`src/rtl/regfile_wb_arbiter.sv`:
```
// regfile_wb_arbiter: round-robin arbiter sharing the register file write port; define WBARB_CONFLICT_CNT_EN to add conflict_cnt
module regfile_wb_arbiter #(
    parameter int DATA_WIDTH = 32,
    parameter int ADDR_WIDTH = 5,
    parameter int NUM_REQ    = 3
) (
    input  logic                           clk,
    input  logic                           rst_n,
    input  logic                           wb_stall,
    input  logic [NUM_REQ-1:0]             req_valid,
    output logic [NUM_REQ-1:0]             req_ready,
    input  logic [NUM_REQ*ADDR_WIDTH-1:0]  req_addr,
    input  logic [NUM_REQ*DATA_WIDTH-1:0]  req_data,
    output logic [ADDR_WIDTH-1:0]          addr_w,
    output logic [DATA_WIDTH-1:0]          data_w,
    output logic                           write_en,
`ifdef WBARB_CONFLICT_CNT_EN
    output logic [31:0]                    conflict_cnt,
`endif
    output logic [$clog2(NUM_REQ)-1:0]     grant_id
);
    localparam int GW = $clog2(NUM_REQ);

    logic [GW-1:0]         rr_ptr;
    logic [GW-1:0]         gnt;
    logic                  any;
    logic                  hs;
    logic [ADDR_WIDTH-1:0] sel_addr;
    logic [DATA_WIDTH-1:0] sel_data;

    // Round-robin search from rr_ptr upward with wrap; the lowest offset wins
    always_comb begin
        logic [GW:0] idx;
        gnt = '0;
        any = 1'b0;
        idx = '0;
        for (int k = NUM_REQ - 1; k >= 0; k--) begin
            idx = {1'b0, rr_ptr} + (GW+1)'(k);
            if (idx >= (GW+1)'(NUM_REQ))
                idx = idx - (GW+1)'(NUM_REQ);
            if (req_valid[idx[GW-1:0]]) begin
                gnt = idx[GW-1:0];
                any = 1'b1;
            end
        end
    end

    assign req_ready = (any && !wb_stall && rst_n) ? (NUM_REQ'(1) << gnt) : '0;
    assign hs        = |req_ready;
    assign sel_addr  = req_addr[gnt*ADDR_WIDTH +: ADDR_WIDTH];
    assign sel_data  = req_data[gnt*DATA_WIDTH +: DATA_WIDTH];

    // Output stage: capture the granted write; R0 is accepted but never enabled
    always_ff @(posedge clk) begin
        if (!rst_n) begin
            write_en <= 1'b0;
            addr_w   <= '0;
            data_w   <= '0;
            grant_id <= '0;
            rr_ptr   <= '0;
        end else begin
            write_en <= hs && (|sel_addr);
            if (hs) begin
                addr_w   <= sel_addr;
                data_w   <= sel_data;
                grant_id <= gnt;
                rr_ptr   <= (gnt == GW'(NUM_REQ - 1)) ? '0 : gnt + 1'b1;
            end
        end
    end

`ifdef WBARB_CONFLICT_CNT_EN
    // Saturating count of unstalled cycles with two or more competing requesters
    always_ff @(posedge clk) begin
        if (!rst_n)
            conflict_cnt <= '0;
        else if (!wb_stall && $countones(req_valid) >= 2 && conflict_cnt != '1)
            conflict_cnt <= conflict_cnt + 32'd1;
    end
`endif
endmodule

```
`config.mk`:
```
export PLATFORM = sky130hd
export DESIGN_NAME = regfile_wb_arbiter
export DESIGN_NICKNAME = d
export VERILOG_FILES = /design/src/rtl/regfile_wb_arbiter.sv
export SDC_FILE = /design/constraint.sdc
export NUM_CORES = 1
export LEC_CHECK = 0
export CAP_MARGIN = 0
export CORE_UTILIZATION = 50
export DETAILED_ROUTE_END_ITERATION = 10
export DONT_BUFFER_PORTS = 1
export SKIP_CTS_REPAIR_TIMING = 1
export SLEW_MARGIN = 0
export SYNTH_ARGS = -nofsm -noshare
export SYNTH_HDL_FRONTEND = slang
export SYNTH_SLANG_ARGS = --single-unit
```
`constraint.sdc`:
```
create_clock -name clk -period 3.1 [get_ports clk]
set_input_delay 0.31 -clock clk [delete_from_list [all_inputs] [get_ports clk]]
set_output_delay 0.31 -clock clk [all_outputs]
set_load 0.005 [all_outputs]
```
# Yosys cells after proc, flatten, opt, wreduce, memory -nomap -nowiden
# Cells that the tools add are included.
# Widths: inputs -> output; s select.
dict set report word_totals {
  word_cells 45
  regBits 42
  rom_bits 0
  inputBits 117
  latchBits 0
  mem_count 0
  mem_bits_rw 0
}
dict set report op_classes {
  eq_ne 1
  div_mod_pow 0
  n_mul 1
  order_cmp 6
  muxes 17
  n_reduce_logical 6
  shift 3
  addsub 6
  bitwise 0
}
# operator n
set ops {}
lappend ops {{$shiftx 96x8->32} 1}
lappend ops {{$shiftx 15x6->5} 1}
lappend ops {{$mux 2} 7}
lappend ops {{$lt 2x3->1 const B} 3}
lappend ops {{$bmux 1 s2} 3}
lappend ops {{$ge 3x2->1 const B} 2}
lappend ops {{$mux 1} 6}
lappend ops {{$sub 2x2->2 const B} 3}
lappend ops {{$mul 2x3->5 const B} 1}
lappend ops {{$reduce_or 5->1} 1}
lappend ops {{$add 2x1->3 const B} 1}
lappend ops {{$add 2x2->3 const B} 1}
lappend ops {{$logic_and 1x1->1} 3}
lappend ops {{$mux 3} 1}
lappend ops {{$reduce_or 3->1} 1}
lappend ops {{$shl 1x2->3 const A} 1}
lappend ops {{$add 2x1->2 const B} 1}
lappend ops {{$eq 2x2->1 const B} 1}
lappend ops {{$ge 2x2->1 const B} 1}
lappend ops {{$logic_not 1->1} 1}

# Longest topological paths before layout
dict set report depth {
  depth_word 13
  mapped_depth 11
}

# Worst setup path after synthesis
# Ideal clock, no wire load.
dict set report synth_timing {
  path_type {register to register}
  startpoint {register rr_ptr[0]}
  endpoint {register data_w[0]}
  t_arrival_ps 2221
  required_ps 2975
  setup_time_ps 125
  path_stages_with_launch 12
  setup_slack_ps 754
  cell_sequence {dfxtp_1 -> inv_1 -> ha_1 -> clkbuf_1 -> nand2b_1 -> o32ai_1 -> o21a_1 -> buf_2 -> nor2_1 -> clkbuf_1 -> a222oi_1 -> o2bb2ai_1}
}
dict set report synth_via {
  elab_chain_cells 12
  word_cells_on_any_way 29
}
# item line
set synth_rtl {}
lappend synth_rtl {{start, declared} 24} ;# logic [GW-1:0] rr_ptr;
lappend synth_rtl {{start signal, assigned} 67} ;# rr_ptr <= (gnt == GW'(NUM_REQ - 1)) ? '0 : gnt + 1'b1;
lappend synth_rtl {{branches (longest 12 deep; another with $add 2x2->3)} -}
lappend synth_rtl {{end signal, assigned} 65} ;# data_w <= sel_data;
lappend synth_rtl {{end, declared} 15} ;# output logic [DATA_WIDTH-1:0] data_w,
# Several ways; the timed one is not identified. The select of a mux whose other input is x is not followed.
# A chain may end at the register's enable or synchronous reset.

# Final worst setup path
dict set report layout_timing {
  startpoint {register rr_ptr[1]}
  endpoint {output port req_ready[1]}
}
dict set report layout_via {
  elab_chain_cells 11
  word_cells_on_any_way 27
}
# item line
set layout_rtl {}
lappend layout_rtl {{$add 2x2->3} 38} ;# idx = {1'b0, rr_ptr} + (GW+1)'(k);
lappend layout_rtl {{$ge 3x2->1 or $sub 2x2->2 (tied branches)} {39, 40}}
lappend layout_rtl {{$mux 2} 39} ;# if (idx >= (GW+1)'(NUM_REQ))
lappend layout_rtl {{$bmux 1 s2} 41} ;# if (req_valid[idx[GW-1:0]]) begin
lappend layout_rtl {{$mux 1 (not written as such)} 41}
lappend layout_rtl {{$mux 1 (3 in series)} 41}
lappend layout_rtl {{$logic_and 1x1->1 (2 in series)} 48} ;# assign req_ready = (any && !wb_stall && rst_n) ? (NUM_REQ'(1) << gnt) : '0;
lappend layout_rtl {{$mux 3 *} 48}
lappend layout_rtl {{end, declared} 11} ;# output logic [NUM_REQ-1:0] req_ready,
# Every way passes the cells marked *; elsewhere a longest branch is shown, timed or not. The select of a mux whose other input is x is not followed.

==> flow_metrics.env <==
export IMPL_slew_headroom=0.470
export IMPL_grt_overflow=0
export IMPL_coreArea_mm2=0.00406
export IMPL_pin_count=160
export IMPL_switching_share=0.318
export IMPL_yosysTopAreaCellShare=0.393
export IMPL_globalplace_congestion=0.877
export IMPL_clkLatencyLatePin_ns=0.29
export IMPL_cts_buffers=5
export IMPL_p_sw_mw=0.484
export IMPL_pwr_share_seq=0.444
export IMPL_yosysMostFrequentCell="dfxtp_1"
export IMPL_vias=1989
export IMPL_drtAntennaViolNets=0
export IMPL_die_y_um=67.4
export IMPL_synth_main_ff_cell="dfxtp_1"
export IMPL_dr_wl_met3_um=581
export IMPL_report_final_hold_viol_count=0
export IMPL_grt_antenna_before_repair=0
export IMPL_fin_crit_sh=0.945
export IMPL_grt_pass1_vias=1833
export IMPL_status="finished clean"
export IMPL_yosys_area_top_type="dfxtp_1"
export IMPL_yosysWarnings=0
export IMPL_wirelength_mm=6.24
export IMPL_drc=0
export IMPL_clock_path_buffers=2
export IMPL_async_flop_share=0
export IMPL_cap_violations=0
export IMPL_ys_types=38
export IMPL_fin_skew_ns=0.00542
export IMPL_hold_depth=1
export IMPL_setup_viol=0
export IMPL_crit_required_ns=2.79
export IMPL_synth_area_leaders="dfxtp_1, a222oi_1, o2bb2ai_1"
export IMPL_cts_root_buf="clkbuf_8"
export IMPL_synth_nets=337
export IMPL_multi_input_area_mm2=0.00119
export IMPL_synth_edf_count=0
export IMPL_seq_area_um2=841
export IMPL_crit_arrival_ns=2.62
export IMPL_ys_seq_area_frac=0.393
export IMPL_fillers=346
export IMPL_crit_chain="inv_1 > ha_1 > mux2_4 > mux2_2 > o41ai_4 > buf_4 > nor3_1"
export IMPL_drive_gt1_frac=0.100
export IMPL_syn_area_mm2=0.00214
export IMPL_endpoint_kind="output port"
export IMPL_start_util=0.528
export IMPL_crit_slowest_cell="buf_4"
export IMPL_crit_fanout=36
export IMPL_n_antenna_cell=0
export IMPL_rows=23
export IMPL_met1Wirelength_mm=2.33
export IMPL_num_nets_final=329
export IMPL_p_comb_frac=0.268
export IMPL_irDropWorstVdd_uv=309
export IMPL_fp_dieW_um=67.4
export IMPL_netlist_instances=217
export IMPL_wire_per_inst_um=24.1
export IMPL_worst_pin_slew_ns=0.793
export IMPL_maxUsedRoutingLayer="met4"
export IMPL_vias_per_cell=7.68
export IMPL_drtIter0Drc=265
export IMPL_cts_htree_levels=2
export IMPL_ys_top_cells_by_count="dfxtp_1, a222oi_1, o2bb2ai_1"
export IMPL_r2r_cells=8
export IMPL_met2_length_mm=3.20
export IMPL_track_usage=0.266
export IMPL_setup_tns_ns=0
export IMPL_finalNonFillerCells=259
export IMPL_finalInstanceArea_mm2=0.00228
export IMPL_total_power_mw=1.52
export IMPL_dpl_cell_area_mm2=0.00216
export IMPL_design_die_area_mm2=0.00455
export IMPL_hold_slack_ns=0.147
export IMPL_syn_to_final_growth_pct=6.43
export IMPL_ys_seq_elements=42
export IMPL_grt_pass1_wl_mm=8.90
export IMPL_reg2reg_setup_slack_ns=0.40
export IMPL_numPortBuffers=0
export IMPL_p_int_mw=1.04
export IMPL_slew_violations=0
export IMPL_avgSynthCellArea_um2=9.87
export IMPL_p_clk_frac=0.289
export IMPL_hpwl_mm=4.49
export IMPL_dr_pass1_iters=10
export IMPL_hold_path_class="in -> reg"
export IMPL_slowest_delay_ns=0.43
export IMPL_critical_path_class="reg -> out"
export IMPL_max_freq_mhz=341
export IMPL_p_leak_nw=0.798
export IMPL_startpoint_type="flop"
export IMPL_period_minus_slack_ns=2.93
export IMPL_dp_cells=252
export IMPL_grt_max_degree=37
export IMPL_grt_setup_unrepaired="false"
export IMPL_powerDensity_mw_per_mm2=669
export IMPL_clkTransAtPathRegs_ns=0.08
export IMPL_cts_tree="built"
export IMPL_cts_sinks=42
layer usage:
layer,vias up,track usage
li1,889,-
met1,955,0.306
met2,130,0.449
met3,15,0.0861
met4,0,0.117
met5,-,0
worst max-delay path, delay by kind of cell, from the launching register on:
kind                       cells  cell delay (ns)
muxes                          2             0.65
buffers and inverters          2             0.50
AOI/OAI and AO/OA              1             0.37
DFF                            1             0.34
adders and majority gates      1             0.32
and+or+nand+nor                1             0.15
layout by cell type, fill, tap and decap left out:
cell / netlist / routed
clkbuf_8: 0 / 6
mux2_4: 1 / 1
nor2_1: 9 / 6
o2bb2ai_1: 32 / 32
dfxtp_1: 42 / 42
o21ai_0: 2 / 2
a21oi_1: 8 / 8
and2_1: 3 / 3
o32ai_1: 2 / 2
a311oi_1: 2 / 2
a2111oi_0: 1 / 1
nor2_4: 0 / 2
a21o_1: 7 / 7
a22oi_1: 2 / 2
o41ai_4: 0 / 1
a211o_1: 3 / 3
inv_1: 4 / 4
nor3_1: 4 / 4
o221a_1: 2 / 2
nand2_1: 12 / 12
mux2_2: 1 / 1
nor2_2: 0 / 1
bufinv_16: 0 / 1
and3_1: 1 / 1
o21a_1: 1 / 1
a21boi_0: 1 / 1
ha_1: 3 / 3
o31a_1: 1 / 1
nor2b_1: 4 / 4
buf_4: 1 / 8
nand2b_1: 4 / 4
a21boi_1: 3 / 3
o32a_1: 1 / 1
a222oi_1: 32 / 32
a41oi_1: 1 / 1
o22ai_1: 1 / 1
mux2i_1: 1 / 1
o21ai_1: 1 / 1
nand3b_1: 1 / 1
registers in the layout, indices dropped and copies added, names as in the netlist:
| name | count |
|---|---|
| grant_id | 2 |
| rr_ptr | 2 |
| data_w | 32 |
| write_en | 1 |
| addr_w | 5 |
per-stage QoR:
stage / util / setup WS, ns
2_1_floorplan: - / 0.754
3_3_place_gp: 0.531 / 0.267
3_5_place_dp: 0.531 / 0.0759
4_1_cts: 0.559 / 0.0322
5_1_grt: 0.562 / 0.0419
6_report: 0.562 / 0.170
final cells by class:
cell class,instances,area share
inverter,4,0.00659
tap,50,0.0275
clock inverter,1,0.0132
multi-input combinational,148,0.521
clock buffer,6,0.0362
sequential,42,0.369
timing repair buffer,8,0.0264
cell families after synthesis:
kind of cell / count (synthesis) / synth area share
AO/OA/AOI/OAI: 104 / 0.422
adder cells (fa/ha/maj): 3 / 0.0175
buffers and inverters: 27 / 0.0660
flip-flops: 42 / 0.393
multiplexers: 3 / 0.0169
AND/OR/NAND/NOR: 38 / 0.0847
worst paths after layout:
kind	endpoint	start
min reg2reg	addr_w[3]$_SDFFE_PN0P_	addr_w[3]$_SDFFE_PN0P_
max reg2reg	data_w[29]$_SDFFE_PN0P_	rr_ptr[0]$_SDFFE_PN0P_
min	rr_ptr[1]$_SDFFE_PN0P_	rst_n
max	req_ready[1]	rr_ptr[1]$_SDFFE_PN0P_
power by group through the flow:
stage / logic, mW / clock network, mW / registers [mW]
4_1_cts: 0.398 / 0.451 / 0.677
6_report: 0.408 / 0.440 / 0.676
3_3_place_gp: 0.374 / 0 / 0.688
5_1_grt: 0.445 / 0.473 / 0.685
3_5_place_dp: 0.398 / 0 / 0.688
2_1_floorplan: 0.323 / 0 / 0.670
No activity file was read; power rests on OpenSTA's default activity.
